`src/rtl/sdram_rd_arb_if.sv`:
```
// Client/controller signal bundle for the SDRAM read arbiter.
// The arbiter uses the slave view; clients and the controller model use the master view.
interface sdram_rd_arb_if #(
   parameter int unsigned XWIDTH = 20,
   parameter int unsigned DWIDTH = 16,
   parameter int unsigned NPORTS = 2
);
   logic [NPORTS-1:0]        c_req;
   logic [NPORTS*XWIDTH-1:0] c_addr;
   logic [NPORTS*4-1:0]      c_len;
   logic [NPORTS-1:0]        c_ack;
   logic [DWIDTH-1:0]        c_rdata;
   logic [NPORTS-1:0]        c_rvalid;
   logic [XWIDTH-1:0]        rd_addr;
   logic [3:0]               rd_len;
   logic                     rd_req;
   logic                     rd_ack;
   logic [DWIDTH-1:0]        rd_data;
   logic                     rd_rdy;
   logic                     busy;
   logic                     err;

   modport slave (
      input  c_req, c_addr, c_len, rd_ack, rd_data, rd_rdy,
      output c_ack, c_rdata, c_rvalid, rd_addr, rd_len, rd_req, busy, err
   );

   modport master (
      output c_req, c_addr, c_len, rd_ack, rd_data, rd_rdy,
      input  c_ack, c_rdata, c_rvalid, rd_addr, rd_len, rd_req, busy, err
   );
endinterface

```
`src/rtl/sdram_rd_arb.sv`:
```
// Round-robin arbiter sharing one SDRAM read port among NPORTS burst-read clients.
// One burst in flight at a time; returned words are steered to the granted client.
module sdram_rd_arb #(
   parameter int unsigned XWIDTH = 20,
   parameter int unsigned DWIDTH = 16,
   parameter int unsigned NPORTS = 2
) (
   input  logic             clk,
   input  logic             reset_n,
   sdram_rd_arb_if.slave    arb_io
);
   localparam int unsigned PW = $clog2(NPORTS);
   localparam int unsigned CW = 5;
   localparam int unsigned LW = 4;

   generate
      if (NPORTS < 2 || NPORTS > 4) begin : g_bad_nports
         $error("sdram_rd_arb: NPORTS must be in 2..4");
      end
   endgenerate

   typedef enum logic [1:0] {IDLE, REQ, DATA} state_e;

   state_e              state_q, state_d;
   logic [PW-1:0]       rr_ptr_q, rr_ptr_d;
   logic [PW-1:0]       grant_q, grant_d;
   logic [CW-1:0]       cnt_q, cnt_d;
   logic [XWIDTH-1:0]   rd_addr_q, rd_addr_d;
   logic [LW-1:0]       rd_len_q, rd_len_d;
   logic                rd_req_q, rd_req_d;
   logic [NPORTS-1:0]   c_ack_q, c_ack_d;
   logic [NPORTS-1:0]   c_rvalid_q, c_rvalid_d;
   logic [DWIDTH-1:0]   c_rdata_q, c_rdata_d;
   logic                busy_q, busy_d;
   logic                err_q, err_d;

   logic                found_c;
   logic [PW-1:0]       pick_c;
   logic [PW-1:0]       cand_c;
   int unsigned         idx_c;
   logic                beat_c;
   logic [PW-1:0]       rr_next_c;
   logic [LW-1:0]       len_sel_c;

   // State and output registers
   always_ff @(posedge clk or negedge reset_n) begin
      if (!reset_n) begin
         state_q    <= IDLE;
         rr_ptr_q   <= '0;
         grant_q    <= '0;
         cnt_q      <= '0;
         rd_addr_q  <= '0;
         rd_len_q   <= '0;
         rd_req_q   <= 1'b0;
         c_ack_q    <= '0;
         c_rvalid_q <= '0;
         c_rdata_q  <= '0;
         busy_q     <= 1'b0;
         err_q      <= 1'b0;
      end else begin
         state_q    <= state_d;
         rr_ptr_q   <= rr_ptr_d;
         grant_q    <= grant_d;
         cnt_q      <= cnt_d;
         rd_addr_q  <= rd_addr_d;
         rd_len_q   <= rd_len_d;
         rd_req_q   <= rd_req_d;
         c_ack_q    <= c_ack_d;
         c_rvalid_q <= c_rvalid_d;
         c_rdata_q  <= c_rdata_d;
         busy_q     <= busy_d;
         err_q      <= err_d;
      end
   end

   // Next state, arbitration and beat accounting
   always_comb begin
      state_d    = state_q;
      rr_ptr_d   = rr_ptr_q;
      grant_d    = grant_q;
      cnt_d      = cnt_q;
      rd_addr_d  = rd_addr_q;
      rd_len_d   = rd_len_q;
      rd_req_d   = rd_req_q;
      c_ack_d    = '0;
      c_rvalid_d = '0;
      c_rdata_d  = c_rdata_q;
      err_d      = err_q;
      found_c    = 1'b0;
      pick_c     = '0;
      cand_c     = '0;
      idx_c      = 0;
      len_sel_c  = '0;
      rr_next_c  = (grant_q == PW'(NPORTS - 1)) ? '0 : grant_q + PW'(1);

      // First requester at or after rr_ptr, wrapping modulo NPORTS
      for (int unsigned i = 0; i < NPORTS; i++) begin
         idx_c = 32'(rr_ptr_q) + i;
         if (idx_c >= NPORTS) idx_c = idx_c - NPORTS;
         cand_c = PW'(idx_c);
         if (!found_c && arb_io.c_req[cand_c]) begin
            found_c = 1'b1;
            pick_c  = cand_c;
         end
      end

      // Beats only count while a burst is open; stray ones flag an error
      beat_c = arb_io.rd_rdy && (state_q != IDLE) && (cnt_q != '0);
      if (beat_c) begin
         cnt_d               = cnt_q - CW'(1);
         c_rdata_d           = arb_io.rd_data;
         c_rvalid_d[grant_q] = 1'b1;
      end else if (arb_io.rd_rdy) begin
         err_d = 1'b1;
      end

      case (state_q)
         IDLE: begin
            if (found_c) begin
               len_sel_c       = arb_io.c_len[32'(pick_c)*LW +: LW];
               grant_d         = pick_c;
               rd_addr_d       = arb_io.c_addr[32'(pick_c)*XWIDTH +: XWIDTH];
               rd_len_d        = len_sel_c;
               c_ack_d[pick_c] = 1'b1;
               rd_req_d        = 1'b1;
               cnt_d           = CW'(len_sel_c) + CW'(1);
               state_d         = REQ;
            end
         end
         REQ: begin
            if (arb_io.rd_ack) begin
               rd_req_d = 1'b0;
               state_d  = (cnt_d == '0) ? IDLE : DATA;
            end
         end
         DATA: begin
            if (cnt_d == '0) state_d = IDLE;
         end
         default: state_d = IDLE;
      endcase

      if (state_q != IDLE && state_d == IDLE) rr_ptr_d = rr_next_c;
      busy_d = (state_d != IDLE);
   end

   assign arb_io.c_ack    = c_ack_q;
   assign arb_io.c_rvalid = c_rvalid_q;
   assign arb_io.c_rdata  = c_rdata_q;
   assign arb_io.rd_addr  = rd_addr_q;
   assign arb_io.rd_len   = rd_len_q;
   assign arb_io.rd_req   = rd_req_q;
   assign arb_io.busy     = busy_q;
   assign arb_io.err      = err_q;
endmodule

```
`src/flat_wrapper.sv`:
```
// flat-port wrapper written by rule: the top's interface ports become plain ports
module sdram_rd_arb_flat 
#(
   parameter int unsigned XWIDTH = 20,
   parameter int unsigned DWIDTH = 16,
   parameter int unsigned NPORTS = 2
)
  (clk, reset_n, arb_io_c_req, arb_io_c_addr, arb_io_c_len, arb_io_rd_ack, arb_io_rd_data, arb_io_rd_rdy, arb_io_c_ack, arb_io_c_rdata, arb_io_c_rvalid, arb_io_rd_addr, arb_io_rd_len, arb_io_rd_req, arb_io_busy, arb_io_err);
  sdram_rd_arb_if #(.XWIDTH(XWIDTH), .DWIDTH(DWIDTH), .NPORTS(NPORTS)) arb_io_i ();
  input  logic clk;
  input  logic reset_n;
  input wire logic [$bits(arb_io_i.c_req)-1:0] arb_io_c_req;
  input wire logic [$bits(arb_io_i.c_addr)-1:0] arb_io_c_addr;
  input wire logic [$bits(arb_io_i.c_len)-1:0] arb_io_c_len;
  input wire logic [$bits(arb_io_i.rd_ack)-1:0] arb_io_rd_ack;
  input wire logic [$bits(arb_io_i.rd_data)-1:0] arb_io_rd_data;
  input wire logic [$bits(arb_io_i.rd_rdy)-1:0] arb_io_rd_rdy;
  output wire logic [$bits(arb_io_i.c_ack)-1:0] arb_io_c_ack;
  output wire logic [$bits(arb_io_i.c_rdata)-1:0] arb_io_c_rdata;
  output wire logic [$bits(arb_io_i.c_rvalid)-1:0] arb_io_c_rvalid;
  output wire logic [$bits(arb_io_i.rd_addr)-1:0] arb_io_rd_addr;
  output wire logic [$bits(arb_io_i.rd_len)-1:0] arb_io_rd_len;
  output wire logic [$bits(arb_io_i.rd_req)-1:0] arb_io_rd_req;
  output wire logic [$bits(arb_io_i.busy)-1:0] arb_io_busy;
  output wire logic [$bits(arb_io_i.err)-1:0] arb_io_err;
  assign arb_io_i.c_req = arb_io_c_req;
  assign arb_io_i.c_addr = arb_io_c_addr;
  assign arb_io_i.c_len = arb_io_c_len;
  assign arb_io_i.rd_ack = arb_io_rd_ack;
  assign arb_io_i.rd_data = arb_io_rd_data;
  assign arb_io_i.rd_rdy = arb_io_rd_rdy;
  assign arb_io_c_ack = arb_io_i.c_ack;
  assign arb_io_c_rdata = arb_io_i.c_rdata;
  assign arb_io_c_rvalid = arb_io_i.c_rvalid;
  assign arb_io_rd_addr = arb_io_i.rd_addr;
  assign arb_io_rd_len = arb_io_i.rd_len;
  assign arb_io_rd_req = arb_io_i.rd_req;
  assign arb_io_busy = arb_io_i.busy;
  assign arb_io_err = arb_io_i.err;
  sdram_rd_arb #(.XWIDTH(XWIDTH), .DWIDTH(DWIDTH), .NPORTS(NPORTS)) u_core (.clk(clk), .reset_n(reset_n), .arb_io(arb_io_i));
endmodule
```
`config.mk`:
```
export PLATFORM = sky130hd
export DESIGN_NAME = sdram_rd_arb_flat
export DESIGN_NICKNAME = d
export VERILOG_FILES = /design/src/rtl/sdram_rd_arb_if.sv /design/src/rtl/sdram_rd_arb.sv /design/src/flat_wrapper.sv
export SDC_FILE = /design/constraint.sdc
export NUM_CORES = 1
export LEC_CHECK = 0
export BUFFER_PORTS_ARGS = -buffer_cell sky130_fd_sc_hd__buf_2
export CAP_MARGIN = 20
export CORE_UTILIZATION = 30
export CTS_BUF_LIST = sky130_fd_sc_hd__clkbuf_8 sky130_fd_sc_hd__clkbuf_16
export CTS_CLUSTER_DIAMETER = 80
export CTS_CLUSTER_SIZE = 12
export DETAILED_ROUTE_END_ITERATION = 10
export PLACE_DENSITY = 0.66
export SKIP_CTS_REPAIR_TIMING = 1
export SYNTH_ARGS = -nofsm -noshare
export SYNTH_HDL_FRONTEND = slang
export SYNTH_SLANG_ARGS = --single-unit
export TNS_END_PERCENT = 5
```
`constraint.sdc`:
```
create_clock -name clk -period 2.4 [get_ports clk]
set_clock_uncertainty 0.05 [all_clocks]
set_input_delay 0.24 -clock clk [delete_from_list [all_inputs] [get_ports clk]]
set_output_delay 0.24 -clock clk [all_outputs]
set_load 0.02 [all_outputs]
```
Word-level counts from Yosys, hierarchy flattened
Cells that the tools add are included.
- $add $sub $neg: 6
- multipliers: 1
- $lt $le $gt $ge: 8
- eq/ne operators: 4
- shift-type cells: 2
- multiplexer cells: 29
- bitwise gates (word level): 1
- reduce and logical (&&, ||, !) cells: 17
- operators with widths (operator ; count):
    variable part select 40 x 7 -> 20 bit ; 1
    2-to-1 mux 1 bit ; 15
    2-to-1 mux 5 bit ; 3
    2-to-1 mux 2 bit ; 7
    < comparator 1 x 2 -> 1 bit (second input constant) ; 4
    variable part select 8 x 4 -> 4 bit ; 1
    logical AND 1 bit ; 6
    one-hot mux 2 bit (3 select lines) ; 1
    nonzero test 2 bit ; 3
    adder 4 x 1 -> 5 bit (second input constant) ; 1
    zero test 5 bit ; 1
    nonzero test 5 bit ; 1
    subtractor 5 x 1 -> 5 bit (second input constant) ; 1
    zero test 2 bit ; 2
    multiplier 1 x 3 -> 4 bit (second input constant) ; 1
    AND reduction 2 bit ; 2
    AND reduction 3 bit ; 1
    adder 1 x 1 -> 2 bit (second input constant) ; 1
    demux 1 bit (select 1 bit) ; 2
    equality test 2 x 1 -> 1 bit (second input constant) ; 1
    equality test 2 bit (second input constant) ; 1
    greater-or-equal comparator 1 bit (second input constant) ; 2
    greater-or-equal comparator 1 x 2 -> 1 bit (second input constant) ; 1
    greater-or-equal comparator 2 bit (second input constant) ; 1
    7 further kinds ; 8
- flip-flop bits (word level): 56
- bits of input ports: 70
- output and inout bits: 47
- logic and storage cells: 80

Longest topological paths before layout
Gate-level depths: netlist of run 1.
- depth after elaboration: 14
- depth in mapped cells: 8

Least setup slack after synthesis of run 1
OpenSTA, ideal clock, no wires.
- path type: reg-to-reg
- start point: register u_core.cnt_q[0]
- end point: register u_core.rr_ptr_q
- arrival time: 1987 ps
- data required time: 2271 ps
- slack: 284 ps
- stages on the path, launching flop included: 8
- path buffers: 0
- cells stage by stage: dfrtp_1 inv_1 ha_1 or3b_4 a2111oi_4 a41oi_2 o31ai_2 mux2i_1
- cells in the longest elaborated chain, start to end: 9
- elaborated cells between the ends (all ways): 11
- ends and longest elaborated chain (element ; RTL line ; source):
    start: declaration ; sdram_rd_arb.sv:27 ; logic [CW-1:0] cnt_q, cnt_d;
    start signal: assignment ; sdram_rd_arb.sv:64 ; cnt_q <= cnt_d;
    branches (longest 2 deep; another with subtractor 5 x 1 -> 5 bit) ; - ;
    2-to-1 mux 5 bit * ; sdram_rd_arb.sv:109 ; if (beat_c) begin
    zero test 5 bit * ; sdram_rd_arb.sv:133, sdram_rd_arb.sv:137 ;
    2-to-1 mux 2 bit ; sdram_rd_arb.sv:133 ; state_d = (cnt_d == '0) ? IDLE : DATA;
    2-to-1 mux 2 bit ; sdram_rd_arb.sv:131 ; if (arb_io.rd_ack) begin
    one-hot mux 2 bit (3 select lines) * ; sdram_rd_arb.sv:117 ; case (state_q)
    zero test 2 bit * ; sdram_rd_arb.sv:142 ; if (state_q != IDLE && state_d == IDLE) rr_ptr_d = rr_next_c;
    logical AND 1 bit * ; sdram_rd_arb.sv:142 ;
    end signal: assignment ; sdram_rd_arb.sv:62 ; rr_ptr_q <= rr_ptr_d;
    end: declaration ; sdram_rd_arb.sv:25 ; logic [PW-1:0] rr_ptr_q, rr_ptr_d;
Every way passes the cells marked *.
A chain may end at the register's enable or synchronous reset.

Worst setup path in the final report of run 1
- start point: register u_core.cnt_q[0]
- end point: register u_core.busy_q (netlist: u_core.arb_io.busy)
- cells in the longest elaborated chain, start to end: 8
- elaborated cells between the ends (all ways): 10
- ends and longest elaborated chain (element ; RTL line ; source):
    branches (longest 2 deep; another with subtractor 5 x 1 -> 5 bit) ; - ;
    2-to-1 mux 5 bit * ; sdram_rd_arb.sv:109 ;
    zero test 5 bit * ; sdram_rd_arb.sv:133, sdram_rd_arb.sv:137 ;
    2-to-1 mux 2 bit ; sdram_rd_arb.sv:133 ;
    2-to-1 mux 2 bit ; sdram_rd_arb.sv:131 ;
    one-hot mux 2 bit (3 select lines) * ; sdram_rd_arb.sv:117 ;
    named net u_core.state_d[1] ; sdram_rd_arb.sv:24 ; state_e state_q, state_d;
    nonzero test 2 bit * ; sdram_rd_arb.sv:143 ; busy_d = (state_d != IDLE);
    named net u_core.busy_d ; sdram_rd_arb.sv:34 ; logic busy_q, busy_d;
    end signal: assignment ; sdram_rd_arb.sv:71 ; busy_q <= busy_d;
    end: declaration ; sdram_rd_arb.sv:34 ;
Mark *: on every way through the listed nets, which the timed path passes.

==> metrics, run 1 <==
share of power burned in registers 37.7%; TNS Setup 0 ps; f_max 441.8 MHz; Final #Nets 447; Num CTS Buffers 5; vias 2,166; highest metal used met4; post-synth cell types 36; CTS tree done; placed instance area 3262 sq um; starting density of the core 30.96%; Root Driver clkbuf_8; Starting DRT DRC Count 84; power density cells 1291 nW/um^2; worst endpoint required time 2540 ps; Min-Delay Path Class input port to flip-flop; I/O Buffers 116; Seq cells post-synth 56; part of the cycle the worst path needs 94.31%; Synth warnings 0; Max clock buf depth 2; drt drc 0; Sw Share 42.71%; status finished, final reports clean; critical path endpoint category flip-flop; met1 WL 2.669 mm; Power Internal 2.537 mW; Slew Limit Headroom 54.90%; EDFF count, synth 0; mapped cell area 2544 sq um; CP Launch Type flip-flop; RSZ-0062 raised after global routing false; n_diodes 0; initial antenna violation count 0; IO Pins 117; Cell Rows 33; vias per std cell 4.503; Util after Layout 41.74%; Switch Pwr 1.891 mW; Final Non-Filler Cells 481; WP data arrival 2410 ps; cell area after layout 3430 sq um; final setup fails 0; clk slew on worst S/H paths 100 ps; Synthesized Nets 330; Critical Path Fanout Max 5; clock share of power 15.1%; Max Slew Vio Count 0; worst vdd ir 0.4112 mV; core area 8217 sq um; largest net degree at the start of global routing 50; DIE WIDTH 94.08 microns; hpwl dp 4.454 mm; CP Class flip-flop to flip-flop; leak pwr 1.823 nW; WL per Instance 12.16 microns; post-synthesis sequential area ratio 55.09%; post-synthesis async set-or-reset flop share 100.0%; routability cong. 0.8059; Post-Synthesis Cells 258; Skew-Pair Late Insertion Delay 300 ps; met2 WL 2.756 mm; Max Cap Viol 0; grt ovf 0; clock period minus worst slack 2263 ps; Fin. Hold Viols 0; global-route wire length before repair 9.611 mm; vias in the first global route 2,028; Die Y 94.08 microns; drt first pass iters 4; Placed Cells 470; share of layout cells above drive strength 1 37.77%; H-tree depth 2; Die Area 8851 sq um; Comb power frac 47.2%; Synth-to-Final Area Change 34.83%; number of fill cells 855; actual slew at the worst max-slew pin 676.5 ps; Detail Route Antenna Nets 0; GRT Total Usage 13.85%; syn_area_per_cell 9.859 sq um; clk sinks 56; DRT Wirelength 5.851 mm; length of routed met3 wiring 361 microns; ys flop type dfrtp_1
## state kept, by name, indices dropped and copies added (netlist names)
signal	flops
u_core.arb_io.busy	1
u_core.arb_io.c_ack	2
u_core.arb_io.c_rdata	16
u_core.arb_io.c_rvalid	2
u_core.arb_io.err	1
u_core.arb_io.rd_addr	20
u_core.arb_io.rd_len	4
u_core.arb_io.rd_req	1
u_core.cnt_q	5
u_core.grant_q	1
u_core.rr_ptr_q	1
u_core.state_q	2
## logic make-up after synthesis
group / share of synthesized area (%)
adder cells (fa/ha/maj): 0.9836
AO/OA/AOI/OAI: 13.63
multiplexers: 10.03
XOR/XNOR: 1.033
buffers and inverters: 3.050
flip-flops: 55.09
AND/OR/NAND/NOR: 16.18
## synthesized netlist by cell type, types with 2 or more instances
cell	number	area [sq um]
a21o_1	2	15.01
a21oi_1	4	20.02
and2_1	2	12.51
buf_2	5	25.02
clkbuf_1	8	30.03
dfrtp_1	56	1401
ha_1	2	25.02
inv_1	6	22.52
mux2_2	4	45.04
mux2i_1	21	210.2
nand2_1	82	307.8
nand2b_1	2	12.51
nor2_1	7	26.28
o21a_1	4	30.03
o21ai_0	29	145.1
o21ai_1	2	10.01
o31ai_1	2	15.01
xnor2_1	2	17.52
## per-stage QoR
stage	power (mW)	setup slack (ps)	hold WS (ps)
floorplan	3.052	283.7	-105.6
global placement	3.699	180.4	277.7
detailed placement	3.758	80.56	272.1
CTS	4.438	65.66	-61.17
global route	4.807	9.838	55.59
finish	4.429	136.6	64.37
## power by group through the flow
stage                     clock [mW]  sequential [mW]  combinational [mW]
after global placement             0             1.67                2.03
after global routing           0.738             1.74                2.33
after floorplan                    0             2.08               0.970
after detailed placement           0             1.68                2.07
final                          0.670             1.67                2.09
after CTS                      0.694             1.67                2.07
## cells in the final DEF (no fill, tap or decap), types with 6 or more instances in the layout
cell type,Yosys,final
inv_1,6,6
dfrtp_1,56,55
o21ai_0,29,28
nand2_1,82,82
clkbuf_8,0,7
buf_2,5,116
nor2_1,7,7
mux2i_1,21,21
## critical path, stage by stage, from the launching register on
cell and delay, ps:
dfrtp_2 460, inv_1 100, ha_2 210, or3b_4 430, a2111oi_4 370, a41oi_2 100
o21a_1 230, or2_1 200
## final timing paths
kind	from	to	slack, ps	cells after the start
worst min register to register	u_core.arb_io.err	u_core.arb_io.err	420	1
max in group asynchronous	reset_n	u_core.arb_io.rd_addr[16]	1270	3
worst min-delay path	arb_io_rd_data[10]	u_core.arb_io.c_rdata[10]	60	3
worst max-delay path	u_core.cnt_q[0]	u_core.arb_io.busy	140	7
worst max register to register	u_core.cnt_q[0]	u_core.arb_io.busy	140	7
min in group asynchronous	reset_n	u_core.grant_q	450	2
## area by class of cell
class                   instances  area (sq um)  area share [%]
flip-flops and latches         56          1403           40.90
multi-input cells             183          1086           31.67
repair buffers                123         660.6           19.26
well taps                     105         131.4           3.831
clock buffers                   7         96.34           2.809
clock inverters                 1         30.03          0.8756
inverters                       6         22.52          0.6567
## metal layers
metal	vias up	track usage, %
li1	1094	-
met1	1001	17.89
met2	66	22.69
met3	5	3.722
met4	0	3.846
met5	-	0
Power figures use the tool's default switching activity.
==> inputs of run 2 (changes only) <==
--- a/config.mk
+++ b/config.mk
@@ -13,6 +13,7 @@
 export CTS_CLUSTER_SIZE = 12
 export DETAILED_ROUTE_END_ITERATION = 10
 export PLACE_DENSITY = 0.66
+export RECOVER_POWER = 25
 export SKIP_CTS_REPAIR_TIMING = 1
 export SYNTH_ARGS = -nofsm -noshare
 export SYNTH_HDL_FRONTEND = slang
==> run 2 against run 1 <==
Effect of this change:
- worst setup slack about the same
- sequential power about the same
- worst hold slack about the same
- critical endpoint unchanged
- register-to-register slack about the same
- final area decreased by 0.44%
- sequential share of layout area increased by 0.18 points
- core utilization decreased by 0.18 points
- wire length increased by 0.21%
==> metrics, run 2 (same netlist as run 1, synthesis figures left out) <==
worst reg2reg path depth 7 (unchanged); commonest non-fill, non-tap cell in the layout buf_2 (unchanged); worst endpoint required time 2540 ps (about the same); f_max 441.8 MHz (about the same); Critical Path Fanout Max 5 (unchanged); Total Power 4.408 mW (was 4.429 mW); Starting DRT DRC Count 86 (was 84); largest net degree at the start of global routing 50 (unchanged); power density cells 1291 nW/um^2 (about the same); actual slew at the worst max-slew pin 676.2 ps (was 676.5 ps); vias in the first global route 2,028 (unchanged); Die Y 94.08 microns (unchanged); IO Pins 117 (unchanged); drt first pass iters 4 (unchanged); DRT Wirelength 5.863 mm (was 5.851 mm); Root Driver clkbuf_8 (unchanged); worst vdd ir 0.4110 mV (was 0.4112 mV); routability cong. 0.8059 (unchanged); part of the cycle the worst path needs 94.31% (about the same); n_diodes 0 (unchanged); minimum setup slack among reg-to-reg paths 140 ps (about the same); critical path endpoint category flip-flop (unchanged); Register Area 1403 sq um (unchanged); CTS tree done (unchanged); Fin. Hold Viols 0 (unchanged); Max Cap Viol 0 (unchanged); M3 GR Usage 3.722% (unchanged); TNS Setup 0 ps (unchanged); Num CTS Buffers 5 (unchanged); Max Slew Vio Count 0 (unchanged); final setup fails 0 (unchanged); WP data arrival 2410 ps (about the same); global-route wire length before repair 9.611 mm (unchanged); cell area after layout 3415 sq um (was 3430 sq um); number of fill cells 859 (was 855); Max clock buf depth 2 (unchanged); GRT Total Usage 13.85% (unchanged); DP Worst Slack 80.56 ps (unchanged); GR Layer Usage met2 22.69% (unchanged); final setup margin 136.6 ps (about the same); share of layout cells above drive strength 1 34.57% (was 37.77%); WHS 64.38 ps (was 64.37 ps); drt drc 0 (unchanged); clk slew on worst S/H paths 100 ps (about the same); Skew-Pair Late Insertion Delay 300 ps (about the same); H-tree depth 2 (unchanged); initial antenna violation count 0 (unchanged); clk sinks 56 (unchanged); Cell Rows 33 (unchanged); leak pwr 1.784 nW (was 1.823 nW); vias 2,165 (was 2,166); Min-Delay Path Class input port to flip-flop (unchanged); placed instance area 3262 sq um (unchanged); RSZ-0062 raised after global routing false (unchanged); Final #Nets 447 (unchanged); hold depth 3 (unchanged); starting density of the core 30.96% (unchanged); multi-input logic area 1086 sq um (unchanged); core area 8217 sq um (unchanged); WL per Instance 12.19 microns (was 12.16 microns); CP Launch Type flip-flop (unchanged); status finished, final reports clean (unchanged); global routing's busiest layer met2 (unchanged); DIE WIDTH 94.08 microns (unchanged); Die Area 8851 sq um (unchanged); most frequent cells in the layout buf_2, nand2_1, dfrtp_1, o21ai_0, mux2i_1 (unchanged); Synth-to-Final Area Change 34.23% (was 34.83%); clock period minus worst slack 2263 ps (about the same); CP Class flip-flop to flip-flop (unchanged); grt met1 use 17.89% (unchanged); r2r startpoint u_core.cnt_q[0] (unchanged); Detail Route Antenna Nets 0 (unchanged); hold endpoint u_core.arb_io.c_rdata[10] (unchanged); I/O Buffers 116 (unchanged); grt ovf 0 (unchanged); Critical R2R Capture u_core.arb_io.busy (unchanged); Slew Limit Headroom 54.92% (was 54.90%); hpwl dp 4.454 mm (unchanged); worst min-delay path startpoint arb_io_rd_data[10] (unchanged); vias per std cell 4.501 (was 4.503); max reg flops 20 (unchanged)
==> run 2: worst max path at each step <==
stage / startpoint / to / slack, ps
2_1_floorplan: u_core.cnt_q[0] / u_core.rr_ptr_q / 280
3_3_place_gp: u_core.cnt_q[0] / u_core.arb_io.c_rvalid[1] / 180
3_5_place_dp: u_core.cnt_q[0] / u_core.arb_io.c_rdata[6] / 80
4_1_cts: u_core.cnt_q[0] / u_core.arb_io.c_rvalid[1] / 70
5_1_grt: u_core.cnt_q[0] / u_core.rr_ptr_q / 10
6_report: u_core.cnt_q[0] / u_core.arb_io.busy / 140
==> run 2: area by class of cell <==
| class | count | area share [%] |
|---|---|---|
| inverter | 6 | 0.6596 |
| timing repair buffer | 123 | 18.91 |
| tap | 105 | 3.848 |
| clock buffer | 7 | 2.822 |
| sequential | 56 | 41.08 |
| multi-input combinational | 183 | 31.81 |
| clock inverter | 1 | 0.8794 |
==> run 2: report_power, final <==
group,switching (mW),internal (mW)
registers,0.291,1.38
clock network,0.302,0.369
logic,1.30,0.762
total,1.90,2.51
==> run 2: per-layer routing <==
layer	wire (microns)	vias to the layer above
met5	0	-
met4	63	0
met3	365	5
met2	2757	66
met1	2676	1001
li1	-	1093
==> run 2: through the flow <==
| step | std cells | utilization (%) |
|---|---|---|
| 2_1_floorplan | 258 | - |
| 6_report | 481 | 41.56 |
| 4_1_cts | 478 | 41.24 |
| 5_1_grt | 481 | 41.56 |
| 3_3_place_gp | 470 | 39.70 |
| 3_5_place_dp | 470 | 39.70 |
==> run 2: critical path: stages (launching register included) <==
cell       delay (ps)
dfrtp_2           460
inv_1             100
ha_2              210
or3b_4            430
a2111oi_4         370
a41oi_2           100
o21a_1            230
or2_1             200
